## src/rtl/maxnet_defs.sv

```systemverilog
// rtl/maxnet_defs.sv - shared Maxnet definitions: driver state encoding and default sizes
package maxnet_defs;

    localparam int MAXNET_N           = 4;
    localparam int MAXNET_DW          = 16;
    localparam int MAXNET_TIMEOUT_CYC = 1024;

    typedef enum logic [2:0] {
        ST_IDLE  = 3'd0,
        ST_LOAD  = 3'd1,
        ST_START = 3'd2,
        ST_WAIT  = 3'd3,
        ST_SCAN  = 3'd4,
        ST_HOLD  = 3'd5
    } maxnet_state_t;

    // Positive-element counter only needs to distinguish 0, 1 and "2 or more".
    function automatic logic [1:0] sat_inc2(input logic [1:0] c);
        return (c == 2'd2) ? c : c + 2'd1;
    endfunction

endpackage

```

## src/rtl/maxnet_argmax_scan.sv

```systemverilog
// rtl/maxnet_argmax_scan.sv - snapshots core activations and finds the signed maximum one element per step
module maxnet_argmax_scan
    import maxnet_defs::*;
#(
    parameter int N    = MAXNET_N,
    parameter int DW   = MAXNET_DW,
    parameter int IDXW = $clog2(N)
) (
    input  logic                 clk,
    input  logic                 rst,
    input  logic                 load,
    input  logic                 step,
    output logic                 last,
    input  logic [N*DW-1:0]      core_val,
    output logic [IDXW-1:0]      max_idx,
    output logic [DW-1:0]        max_val,
    output logic [1:0]           pos_cnt
);

    logic [N*DW-1:0]        snap_q, snap_d;
    logic [IDXW-1:0]        idx_q, idx_d;
    logic [IDXW-1:0]        max_idx_q, max_idx_d;
    logic signed [DW-1:0]   max_val_q, max_val_d;
    logic [1:0]             cnt_q, cnt_d;
    logic signed [DW-1:0]   elem;
    logic                   elem_pos;
    logic                   first;

    assign elem     = snap_q[idx_q*DW +: DW];
    assign elem_pos = !elem[DW-1] && (elem != '0);
    assign first    = (idx_q == '0);
    assign last     = (idx_q == IDXW'(N-1));

    always_comb begin
        snap_d    = snap_q;
        idx_d     = idx_q;
        max_idx_d = max_idx_q;
        max_val_d = max_val_q;
        cnt_d     = cnt_q;
        if (load) begin
            snap_d = core_val;
            idx_d  = '0;
        end else if (step) begin
            // Strictly-greater replacement keeps the lowest index on equal maxima.
            if (first || (elem > max_val_q)) begin
                max_val_d = elem;
                max_idx_d = idx_q;
            end
            if (first)
                cnt_d = {1'b0, elem_pos};
            else if (elem_pos)
                cnt_d = sat_inc2(cnt_q);
            if (!last)
                idx_d = idx_q + 1'b1;
        end
    end

    always_ff @(posedge clk) begin
        if (rst) begin
            snap_q    <= '0;
            idx_q     <= '0;
            max_idx_q <= '0;
            max_val_q <= '0;
            cnt_q     <= '0;
        end else begin
            snap_q    <= snap_d;
            idx_q     <= idx_d;
            max_idx_q <= max_idx_d;
            max_val_q <= max_val_d;
            cnt_q     <= cnt_d;
        end
    end

    assign max_idx = max_idx_q;
    assign max_val = max_val_q;
    assign pos_cnt = cnt_q;

endmodule

```

## src/rtl/maxnet_host_driver.sv

```systemverilog
// rtl/maxnet_host_driver.sv - Maxnet initiator: load input memory, start core, scan winner, return result
// Optional WAIT-state watchdog enabled by defining MAXNET_TIMEOUT_EN.
module maxnet_host_driver
    import maxnet_defs::*;
#(
    parameter int N           = MAXNET_N,
    parameter int DW          = MAXNET_DW,
    parameter int IDXW        = $clog2(N),
    parameter int TIMEOUT_CYC = MAXNET_TIMEOUT_CYC
) (
    input  logic                 clk,
    input  logic                 rst,
    input  logic                 req_valid,
    output logic                 req_ready,
    input  logic [N*DW-1:0]      in_data,
    output logic                 mem_we,
    output logic [IDXW-1:0]      mem_addr,
    output logic [DW-1:0]        mem_wdata,
    output logic                 start_signal,
    input  logic                 ready,
    input  logic [N*DW-1:0]      core_val,
    output logic                 res_valid,
    input  logic                 res_ready,
    output logic [IDXW-1:0]      res_idx,
    output logic [DW-1:0]        res_val,
    output logic                 res_none,
    output logic                 res_tie,
    output logic                 timeout,
    output logic                 busy
);

    maxnet_state_t          state_q, state_d;
    logic [N*DW-1:0]        in_q, in_d;
    logic [IDXW-1:0]        ld_cnt_q, ld_cnt_d;
    logic                   scan_load;
    logic                   scan_step;
    logic                   scan_last;
    logic [IDXW-1:0]        scan_idx;
    logic [DW-1:0]          scan_val;
    logic [1:0]             scan_cnt;
    logic                   timeout_int;
    logic                   hold_ok;

`ifdef MAXNET_TIMEOUT_EN
    localparam int TW = $clog2(TIMEOUT_CYC + 1);
    logic [TW-1:0]          wait_cnt_q, wait_cnt_d;
    logic                   timeout_q, timeout_d;
    logic                   wait_expired;
    assign wait_expired = (wait_cnt_q == TW'(TIMEOUT_CYC - 1));
    assign timeout_int  = timeout_q;
`else
    assign timeout_int  = 1'b0;
`endif

    assign scan_load = (state_q == ST_WAIT) && ready;
    assign scan_step = (state_q == ST_SCAN);

    always_comb begin
        state_d  = state_q;
        in_d     = in_q;
        ld_cnt_d = ld_cnt_q;
`ifdef MAXNET_TIMEOUT_EN
        wait_cnt_d = wait_cnt_q;
        timeout_d  = timeout_q;
`endif
        case (state_q)
            ST_IDLE: begin
                if (req_valid) begin
                    in_d     = in_data;
                    ld_cnt_d = '0;
`ifdef MAXNET_TIMEOUT_EN
                    timeout_d = 1'b0;
`endif
                    state_d  = ST_LOAD;
                end
            end
            ST_LOAD: begin
                if (ld_cnt_q == IDXW'(N-1)) begin
                    ld_cnt_d = '0;
                    state_d  = ST_START;
                end else begin
                    ld_cnt_d = ld_cnt_q + 1'b1;
                end
            end
            ST_START: begin
`ifdef MAXNET_TIMEOUT_EN
                wait_cnt_d = '0;
`endif
                state_d = ST_WAIT;
            end
            ST_WAIT: begin
                if (ready) begin
                    state_d = ST_SCAN;
`ifdef MAXNET_TIMEOUT_EN
                end else if (wait_expired) begin
                    timeout_d = 1'b1;
                    state_d   = ST_HOLD;
                end else begin
                    wait_cnt_d = wait_cnt_q + 1'b1;
`endif
                end
            end
            ST_SCAN: begin
                if (scan_last)
                    state_d = ST_HOLD;
            end
            ST_HOLD: begin
                if (res_ready)
                    state_d = ST_IDLE;
            end
            default: state_d = ST_IDLE;
        endcase
    end

    always_ff @(posedge clk) begin
        if (rst) begin
            state_q  <= ST_IDLE;
            in_q     <= '0;
            ld_cnt_q <= '0;
`ifdef MAXNET_TIMEOUT_EN
            wait_cnt_q <= '0;
            timeout_q  <= 1'b0;
`endif
        end else begin
            state_q  <= state_d;
            in_q     <= in_d;
            ld_cnt_q <= ld_cnt_d;
`ifdef MAXNET_TIMEOUT_EN
            wait_cnt_q <= wait_cnt_d;
            timeout_q  <= timeout_d;
`endif
        end
    end

    maxnet_argmax_scan #(
        .N    (N),
        .DW   (DW),
        .IDXW (IDXW)
    ) u_scan (
        .clk      (clk),
        .rst      (rst),
        .load     (scan_load),
        .step     (scan_step),
        .last     (scan_last),
        .core_val (core_val),
        .max_idx  (scan_idx),
        .max_val  (scan_val),
        .pos_cnt  (scan_cnt)
    );

    // Every output is a decode of registered state; the result fields read zero outside HOLD.
    assign hold_ok      = (state_q == ST_HOLD) && !timeout_int;
    assign req_ready    = (state_q == ST_IDLE);
    assign busy         = (state_q != ST_IDLE);
    assign mem_we       = (state_q == ST_LOAD);
    assign mem_addr     = mem_we ? ld_cnt_q : '0;
    assign mem_wdata    = mem_we ? in_q[ld_cnt_q*DW +: DW] : '0;
    assign start_signal = (state_q == ST_START);
    assign res_valid    = (state_q == ST_HOLD);
    assign res_idx      = hold_ok ? scan_idx : '0;
    assign res_val      = hold_ok ? scan_val : '0;
    assign res_none     = (state_q == ST_HOLD) && (timeout_int || (scan_cnt == 2'd0));
    assign res_tie      = hold_ok && (scan_cnt == 2'd2);
    assign timeout      = timeout_int;

endmodule

```

## config.mk

```make
export PLATFORM = sky130hd
export DESIGN_NAME = maxnet_host_driver
export DESIGN_NICKNAME = d
export VERILOG_FILES = /design/src/rtl/maxnet_defs.sv /design/src/rtl/maxnet_argmax_scan.sv /design/src/rtl/maxnet_host_driver.sv
export SDC_FILE = /design/constraint.sdc
export NUM_CORES = 1
export LEC_CHECK = 0
export ABC_AREA = 0
export CORE_ASPECT_RATIO = 2
export CORE_MARGIN = 2
export CORE_UTILIZATION = 35
export DETAILED_ROUTE_END_ITERATION = 10
export PLACE_DENSITY_LB_ADDON = 0.2
export SKIP_CTS_REPAIR_TIMING = 1
export SLEW_MARGIN = 5
export SYNTH_ARGS = -nofsm -noshare
export SYNTH_HDL_FRONTEND = slang
export SYNTH_SLANG_ARGS = --single-unit
```

## constraint.sdc

```tcl
create_clock -name clk -period 4.3 [get_ports clk]
set_input_delay 0.645 -clock clk [delete_from_list [all_inputs] [get_ports clk]]
set_output_delay 0.645 -clock clk [all_outputs]
set_load 0.05 [all_outputs]
```

[Yosys cells after proc, flatten, opt, wreduce, memory -nomap -nowiden]
Index checks and enable logic that the tools add are counted.
Storage, ports and cells
  output and inout bits: 44
  register bits after elaboration: 155
  word-level logic and storage cells: 66
  input bits: 133
Operators by class
  add/sub/neg operators: 3
  shifts and indexed selects: 2
  muxes and demuxes: 16
  order comparisons: 1
  reductions and logical operators: 20
  bitwise logic cells: 2
  eq/ne operators: 14
Operators with widths (count)
  variable part select 64 x 7 -> 16 bit: 2
  2-to-1 mux 16 bit: 2
  one-hot mux 3 bit (6 select lines): 1
  > comparator 16 bit: 1
  nonzero test 16 bit: 1
  2-to-1 mux 3 bit: 5
  2-to-1 mux 2 bit: 7
  adder 2 x 1 -> 2 bit (second input constant): 3
  == test 2 bit (second input constant): 3
  == test 3 x 2 -> 1 bit (second input constant): 2
  == test 3 bit (second input constant): 2
  != test 2 x 1 -> 1 bit (second input constant): 3
  != test 2 bit (second input constant): 3
  AND reduction 2 bit: 3
  AND reduction 5 bit: 1
  logical AND 1 bit: 4
  logical NOT 2 bit: 2
  one-hot mux 2 bit (2 select lines): 1
  AND reduction 4 bit: 1
  nonzero test 2 bit: 2
  == test 3 x 1 -> 1 bit (second input constant): 1
  logical NOT 3 bit: 1
  AND reduction 3 bit: 1
  nonzero test 3 bit: 1
  4 further kinds: 5

[Logic depth before layout (Yosys ltp)]
Gate-level depths: netlist of run 1.
  depth in word-level cells: 5
  depth in mapped cells: 13

[Modules after synthesis]
Synthesis of run 1 repeated with hierarchy kept, for this count alone.
Unflattened totals
  cells, all modules: 791
  area total of the unflattened synthesis: 7374.6 µm²
By module, submodules not included
  maxnet_argmax_scan: area an instance 4097.7 µm², times used 1, cells an instance 406, sequential area each 1721.7 µm²
  maxnet_host_driver: area an instance 3276.9 µm², times used 1, cells an instance 385, sequential area each 1381.3 µm²

[Worst setup path before layout of run 1]
OpenSTA, ideal clock, no wires.
  path type: reg2reg
  start: reg u_scan.idx_q[0]
  end: reg u_scan.max_idx_q[1], in the netlist u_scan.max_idx[1]
  clock period less this slack: 3.155 ns
  cell stages (with the launch flop): 13
  arrival: 3.083 ns
  path slack: 1.145 ns
  setup time: 0.072 ns
  path through: dfxtp_1 buf_6 buf_12 mux4_1 ha_1 a21o_1 a2111oi_2 o21ai_1 or3_1 a32oi_1 buf_4 buf_12 mux2i_1
Between the ends
  longest elaborated chain between the ends: 4
  elaborated cells on any way between the ends: 5
  classes of those cells: 1 x order compare; 1 x shift; 3 x reduce/logical
RTL lines
  start, declared: RTL line maxnet_argmax_scan.sv:21  | logic [IDXW-1:0] idx_q, idx_d;
  start signal, assigned: RTL line maxnet_argmax_scan.sv:67  | idx_q <= idx_d;
  variable part select 64 x 7 -> 16 bit: RTL line maxnet_argmax_scan.sv:29  | assign elem = snap_q[idx_q*DW +: DW];
  named net u_scan.elem[13]: RTL line maxnet_argmax_scan.sv:25  | logic signed [DW-1:0] elem;
  > comparator 16 bit: RTL line maxnet_argmax_scan.sv:45  | if (first || (elem > max_val_q)) begin
  logical OR 1 bit: RTL line maxnet_argmax_scan.sv:45
  AND reduction 3 bit (no line)
  end signal, assigned: RTL line maxnet_argmax_scan.sv:68  | max_idx_q <= max_idx_d;
  end, declared: RTL line maxnet_argmax_scan.sv:22  | logic [IDXW-1:0] max_idx_q, max_idx_d;
The timed path passes the listed nets, and every way through them passes these cells.
A chain may end at the register's enable or synchronous reset.

[Final worst setup path of run 1]
  start: reg u_scan.idx_q[0]
  end: reg u_scan.max_val_q[9], in the netlist u_scan.max_val[9]
Between the ends
  longest elaborated chain between the ends: 4
  elaborated cells on any way between the ends: 5
  classes of those cells: 1 x order compare; 1 x shift; 3 x reduce/logical
RTL lines
  variable part select 64 x 7 -> 16 bit: RTL line maxnet_argmax_scan.sv:29
  named net u_scan.elem[10]: RTL line maxnet_argmax_scan.sv:25
  > comparator 16 bit: RTL line maxnet_argmax_scan.sv:45
  logical OR 1 bit: RTL line maxnet_argmax_scan.sv:45
  AND reduction 3 bit (no line)
  end signal, assigned: RTL line maxnet_argmax_scan.sv:69  | max_val_q <= max_val_d;
  end, declared: RTL line maxnet_argmax_scan.sv:23  | logic signed [DW-1:0] max_val_q, max_val_d;
The timed path passes the listed nets, and every way through them passes these cells.

==> impl_metrics.yaml, run 1 <==
placed_design:
  post_dp_cell_area_um2: 9200
  portBuffers: 175
  gp_congestion: 0.780
  dpl.hpwl_mm: 14.0
  dp.cells: 1239
cts:
  clk-insertion-delay-late_ns: 0.42
  cts.sinks: 155
  h-tree-depth: 4
  cts_root_buf: "clkbuf_16"
  cts_tree: "done"
  clkTransAtPathRegs_ns: 0.06
  numCtsBuffers: 17
  clockBufferDepth: 2
die:
  die_h_um: 208
  core_um2: 20500
  num_rows: 74
  dieWidth_um: 106
  start_util_pct: 35.7
  ios: 177
  dieArea_um2: 22100
sta:
  timing.final.max_slew_violations: 0
  finalSetupViolations: 0
  maxSlewHeadroom_pct: 34.0
  min_period_ns: 3.60
  final.setup_skew_ns: 0.0106
  rsz0062_at_grt: "false"
  fmax_mhz: 278
  finalHoldViolations: 0
  tightest_slew_ns: 0.988
  period_share_pct: 83.8
  setup-tns-final_ns: 0
worst_hold_path:
  hold_class: "flip-flop to flip-flop"
  min_path_cells: 2
final_layout:
  final_cells: 1269
  nets: 1146
  antenna_cells: 0
  fill_cells: 2058
  seqCellArea_um2: 3100
  multi_input_comb_area_um2: 3810
  area_delta_synth_final_pct: 33.7
  drive_gt1_share_pct: 7.48
  layout_common_cells: "nand2_1 (264), clkdlybuf4s50_1 (174), dfxtp_1 (155)"
  fin_area_um2: 9770
  final_common_cell: "nand2_1"
synthesis:
  synth_fa_ha_area_share_pct: 3.60
  syn_area_um2: 7310
  synth-xor-area-share_pct: 0.120
  async_flop_share_pct: 0
  synthFlopType: "dfxtp_1"
  synth_top_family_by_area: "simple AND/OR/NAND/NOR gates"
  synth.yosys.warnings: 0
  yosysSeqAreaShare_pct: 42.5
  synth_compound_area_share_pct: 11.3
  syn_area_per_cell_um2: 8.58
  synth-simple-area-share_pct: 23.1
  ys_seq_elements: 155
  synth.distinct_cells: 47
  synthCells: 851
  syn_nets: 1005
  synth_edf_count: 0
  synth.area.mux_share_pct: 13.7
power:
  clkPwrFrac_pct: 44.9
  power_density_nw_per_um2: 338
  swShare_pct: 23.5
  irDropWorstVdd_mv: 0.223
  seqPwrFrac_pct: 45.4
  switchingPower_mw: 0.774
  internal_power_mw: 2.53
  comb_power_share_pct: 9.8
  finalPower_mw: 3.30
  leakage_nw: 3.70
routing:
  ant_nets: 0
  drtIter0Drc: 209
  num_vias: 6222
  dr.pass1.iters: 4
  viasPerCell: 4.90
  route.detailed.drc: 0
  avgRoutedWirePerCell_um: 15.4
  drt_wl_total_mm: 19.5
critical_path:
  cp-end-kind: "flip-flop"
  critPathRequiredTime_ns: 4.65
  ff2ff_path_depth: 9
  path_class: "flip-flop to flip-flop"
  cp_max_fo: 18
  start_kind: "flip-flop"
  cp.arrival_ns: 3.95
global_routing:
  grt_max_degree: 108
  grt_pass1_wl_mm: 30.9
  grtUsageTotal_pct: 17.8
  first_global_vias: 6070
  overflow: 0
  antenna_found_initial: 0
flow_run:
  cap_violations: 0
status:
  status: "finished clean"
==> cells by family after synthesis <==
logic type	after synthesis
AOI/OAI and AO/OA	154
xor gates and xnor gates	1
adders and majority gates	21
buffers and inverters	90
DFF	155
muxes	54
other	1
and+or+nand+nor	375
==> cells in the mapped netlist (2+ instances only) <==
| library cell | count | area share (%) |
|---|---|---|
| o21ai_1 | 2 | 0.14 |
| buf_1 | 2 | 0.10 |
| buf_6 | 3 | 0.46 |
| nor2b_1 | 4 | 0.34 |
| or2b_1 | 6 | 0.62 |
| nor4_2 | 2 | 0.34 |
| dfxtp_1 | 155 | 42 |
| nand2b_1 | 32 | 2.7 |
| o21a_1 | 2 | 0.21 |
| nor2_1 | 9 | 0.46 |
| mux4_1 | 15 | 5.4 |
| nand2_1 | 265 | 14 |
| buf_2 | 2 | 0.14 |
| buf_12 | 2 | 0.55 |
| and2_1 | 2 | 0.17 |
| ha_1 | 21 | 3.6 |
| nand3_1 | 2 | 0.14 |
| mux2i_1 | 21 | 2.9 |
| clkbuf_1 | 53 | 2.7 |
| and3_1 | 38 | 3.3 |
| a21oi_1 | 138 | 9.5 |
| nand4_1 | 2 | 0.17 |
| inv_1 | 24 | 1.2 |
| o211ai_1 | 2 | 0.21 |
| buf_4 | 3 | 0.31 |
| nor3_1 | 7 | 0.48 |
| mux4_2 | 17 | 5.2 |
==> final timing paths <==
kind	slack (ns)	end	startpoint
max	0.70	u_scan.max_val[9]	u_scan.idx_q[0]
min	0.45	in_q[33]	in_q[33]
max reg2reg	0.70	u_scan.max_val[9]	u_scan.idx_q[0]
min reg2reg	0.45	in_q[33]	in_q[33]
==> worst max-delay path, stage by stage (launching register included) <==
cell      delay (ns)
dfxtp_1         0.70
mux4_1          0.71
ha_1            0.34
nand4_1         0.17
nor4_1          0.40
a21boi_0        0.35
o31ai_1         0.12
a32oi_2         0.17
buf_4           0.33
mux2i_1         0.23
==> layer usage <==
| layer | vias up | track usage [%] | wire, um |
|---|---|---|---|
| met3 | 11 | 2.94 | 751 |
| met2 | 144 | 34.8 | 11000 |
| met5 | - | 0 | 0 |
| li1 | 3160 | - | - |
| met4 | 0 | 5.58 | 237 |
| met1 | 2907 | 18.8 | 7580 |
==> flip-flops by register name, indices dropped and copies added, names as in the netlist <==
name and cells:
u_scan.pos_cnt 2, u_scan.max_val 16, in_q 64, u_scan.snap_q 64, ld_cnt_q 2, state_q 3
u_scan.max_idx 2, u_scan.idx_q 2
==> power groups by stage <==
stage | Sequential, mW | Clock [mW] | Combinational, mW
floorplan | 1.52 | 0 | 0.165
global placement | 1.53 | 0 | 0.324
detailed placement | 1.53 | 0 | 0.325
CTS | 1.50 | 1.52 | 0.326
global route | 1.50 | 1.57 | 0.349
finish | 1.50 | 1.48 | 0.322
==> metrics by stage <==
step | hold slack [ns] | setup WS (ns) | utilization, %
final | 0.450 | 0.697 | 47.7
after global routing | 0.461 | 0.458 | 47.7
after floorplan | 0.432 | 1.15 | -
after global placement | 0.440 | 0.697 | 44.9
after CTS | 0.452 | 0.615 | 47.7
after detailed placement | 0.443 | 0.636 | 44.9
==> layout make-up <==
class / count / share of cell area (%)
timing repair buffer: 188 / 19.0
clock buffer: 19 / 4.64
tap: 266 / 3.41
clock inverter: 11 / 1.25
sequential: 155 / 31.8
multi-input combinational: 606 / 39.0
inverter: 24 / 0.922
(Power assumes the default switching activity.)
==> inputs of run 2 (changes only) <==
- clock period: 4.3 -> 3.1 ns (I/O delays scaled with it)
==> impl_metrics.yaml, run 2 (synthesis results as in run 1) <==
power:
  irDropWorstVdd_mv: 0.352
  power_density_nw_per_um2: 439
  leakage_nw: 3.97
  finalPower_mw: 4.52
global_routing:
  grt_pass1_wl_mm: 30.6
  grtUsageTotal_pct: 17.5
  first_global_vias: 6194
  antenna_found_initial: 0
  grt_max_degree: 87
  overflow: 0
sta:
  holdWs_ns: 0.452
  tightest_slew_ns: 1.19
  period_share_pct: 102
  rsz0062_at_grt: "true"
  finalHoldViolations: 0
  layout_setup_ws_ns: -0.0571
  maxSlewHeadroom_pct: 20.9
  min_period_ns: 3.16
  fmax_mhz: 317
  timing.final.max_slew_violations: 0
  final.setup_skew_ns: 0.00681
  finalSetupViolations: 13
critical_path:
  reg2reg_slack_ns: -0.06
  r2r_start: "u_scan.idx_q[0]"
  critPathRequiredTime_ns: 3.45
  timing.rr.end: "u_scan.max_val[10]"
  cp.arrival_ns: 3.50
  start_kind: "flip-flop"
  cp-end-kind: "flip-flop"
  ff2ff_path_depth: 10
  path_class: "flip-flop to flip-flop"
  cp_max_fo: 6
cts:
  clockBufferDepth: 2
  clk-insertion-delay-late_ns: 0.42
  cts_root_buf: "clkbuf_16"
  cts.sinks: 155
  cts_tree: "done"
  clkTransAtPathRegs_ns: 0.06
  numCtsBuffers: 17
  h-tree-depth: 4
placed_design:
  portBuffers: 175
  post_dp_cell_area_um2: 9540
  dpl.hpwl_mm: 14.0
  gp_congestion: 0.759
  pre_cts_ws_ns: -0.0699
final_layout:
  seqCellArea_um2: 3100
  antenna_cells: 0
  drive_gt1_share_pct: 16.2
  fin_util_pct: 50.3
  area_delta_synth_final_pct: 41.0
  final_common_cell: "nand2_1"
  multi_input_comb_area_um2: 3880
  fill_cells: 1933
  fin_area_um2: 10300
  layout_common_cells: "nand2_1 (263), dfxtp_1 (154), a21oi_1 (137)"
  nets: 1177
status:
  failed_checks: "setup timing"
  status: "complete, but fails checks"
die:
  dieArea_um2: 22100
  num_rows: 74
  ios: 177
  die_h_um: 208
  start_util_pct: 35.7
  core_um2: 20500
  dieWidth_um: 106
flow_run:
  cap_violations: 0
routing:
  drt_wl_total_mm: 19.9
  avgRoutedWirePerCell_um: 15.3
  drtIter0Drc: 214
  num_vias: 6269
  route.detailed.drc: 0
  viasPerCell: 4.82
  dr.pass1.iters: 4
  ant_nets: 0
worst_hold_path:
  hold_class: "flip-flop to flip-flop"
  min_path_cells: 2
  min_to: "u_scan.snap_q[55]"
  min-delay-start: "u_scan.snap_q[55]"
[run 2: stage by stage]
step / cells / setup TNS (ns)
5_1_grt: 1300 / -2.14
3_3_place_gp: 1259 / 0
4_1_cts: 1289 / -1.50
3_5_place_dp: 1259 / -0.882
2_1_floorplan: 851 / 0
6_report: 1300 / -0.465
[run 2: layer usage]
metal  vias to the layer above  wire length (um)  track usage (%)  part of all wire, %
li1                       3210                 -                -                    -
met1                      2909              7570             18.1                   38
met2                       126             11300             34.1                   57
met3                        24               663             2.98                  3.3
met4                         0               391             6.40                  2.0
met5                         -                 0                0                    0
[run 2: worst max path at each step]
stage                               start            endpoint  slack, ns  cells after the start
after floorplan           u_scan.idx_q[0]   u_scan.max_idx[1]       0.02                     12
after global placement    u_scan.idx_q[0]   u_scan.max_idx[0]       0.05                     10
after detailed placement  u_scan.idx_q[0]   u_scan.max_idx[0]      -0.07                     10
after CTS                 u_scan.idx_q[0]   u_scan.max_idx[0]      -0.10                     10
after global routing      u_scan.idx_q[0]  u_scan.max_val[10]      -0.15                     10
final                     u_scan.idx_q[0]  u_scan.max_val[10]      -0.06                     10
[run 2: final cells by class]
| cell class | count | area share (%) |
|---|---|---|
| clock buffers | 19 | 4.20 |
| repair buffers | 219 | 22.7 |
| flip-flops and latches | 155 | 30.1 |
| well taps | 266 | 3.23 |
| inverters | 24 | 0.875 |
| multi-input cells | 606 | 37.6 |
| clock inverters | 11 | 1.21 |
[run 2: worst max-delay path, cell delays in order (launching register included)]
cell	delay, ns
dfxtp_2	0.36
buf_6	0.13
mux4_2	0.54
ha_4	0.23
nor2b_1	0.13
o211ai_1	0.35
a21boi_2	0.11
or3_4	0.39
a32oi_4	0.42
clkbuf_16	0.24
mux2i_1	0.17
[run 2: where the power goes]
part | switching, mW | internal (mW) | total [mW]
logic | 0.214 | 0.250 | 0.464
clock network | 0.816 | 1.17 | 1.99
registers | 0.0236 | 2.04 | 2.07
total | 1.05 | 3.47 | 4.52
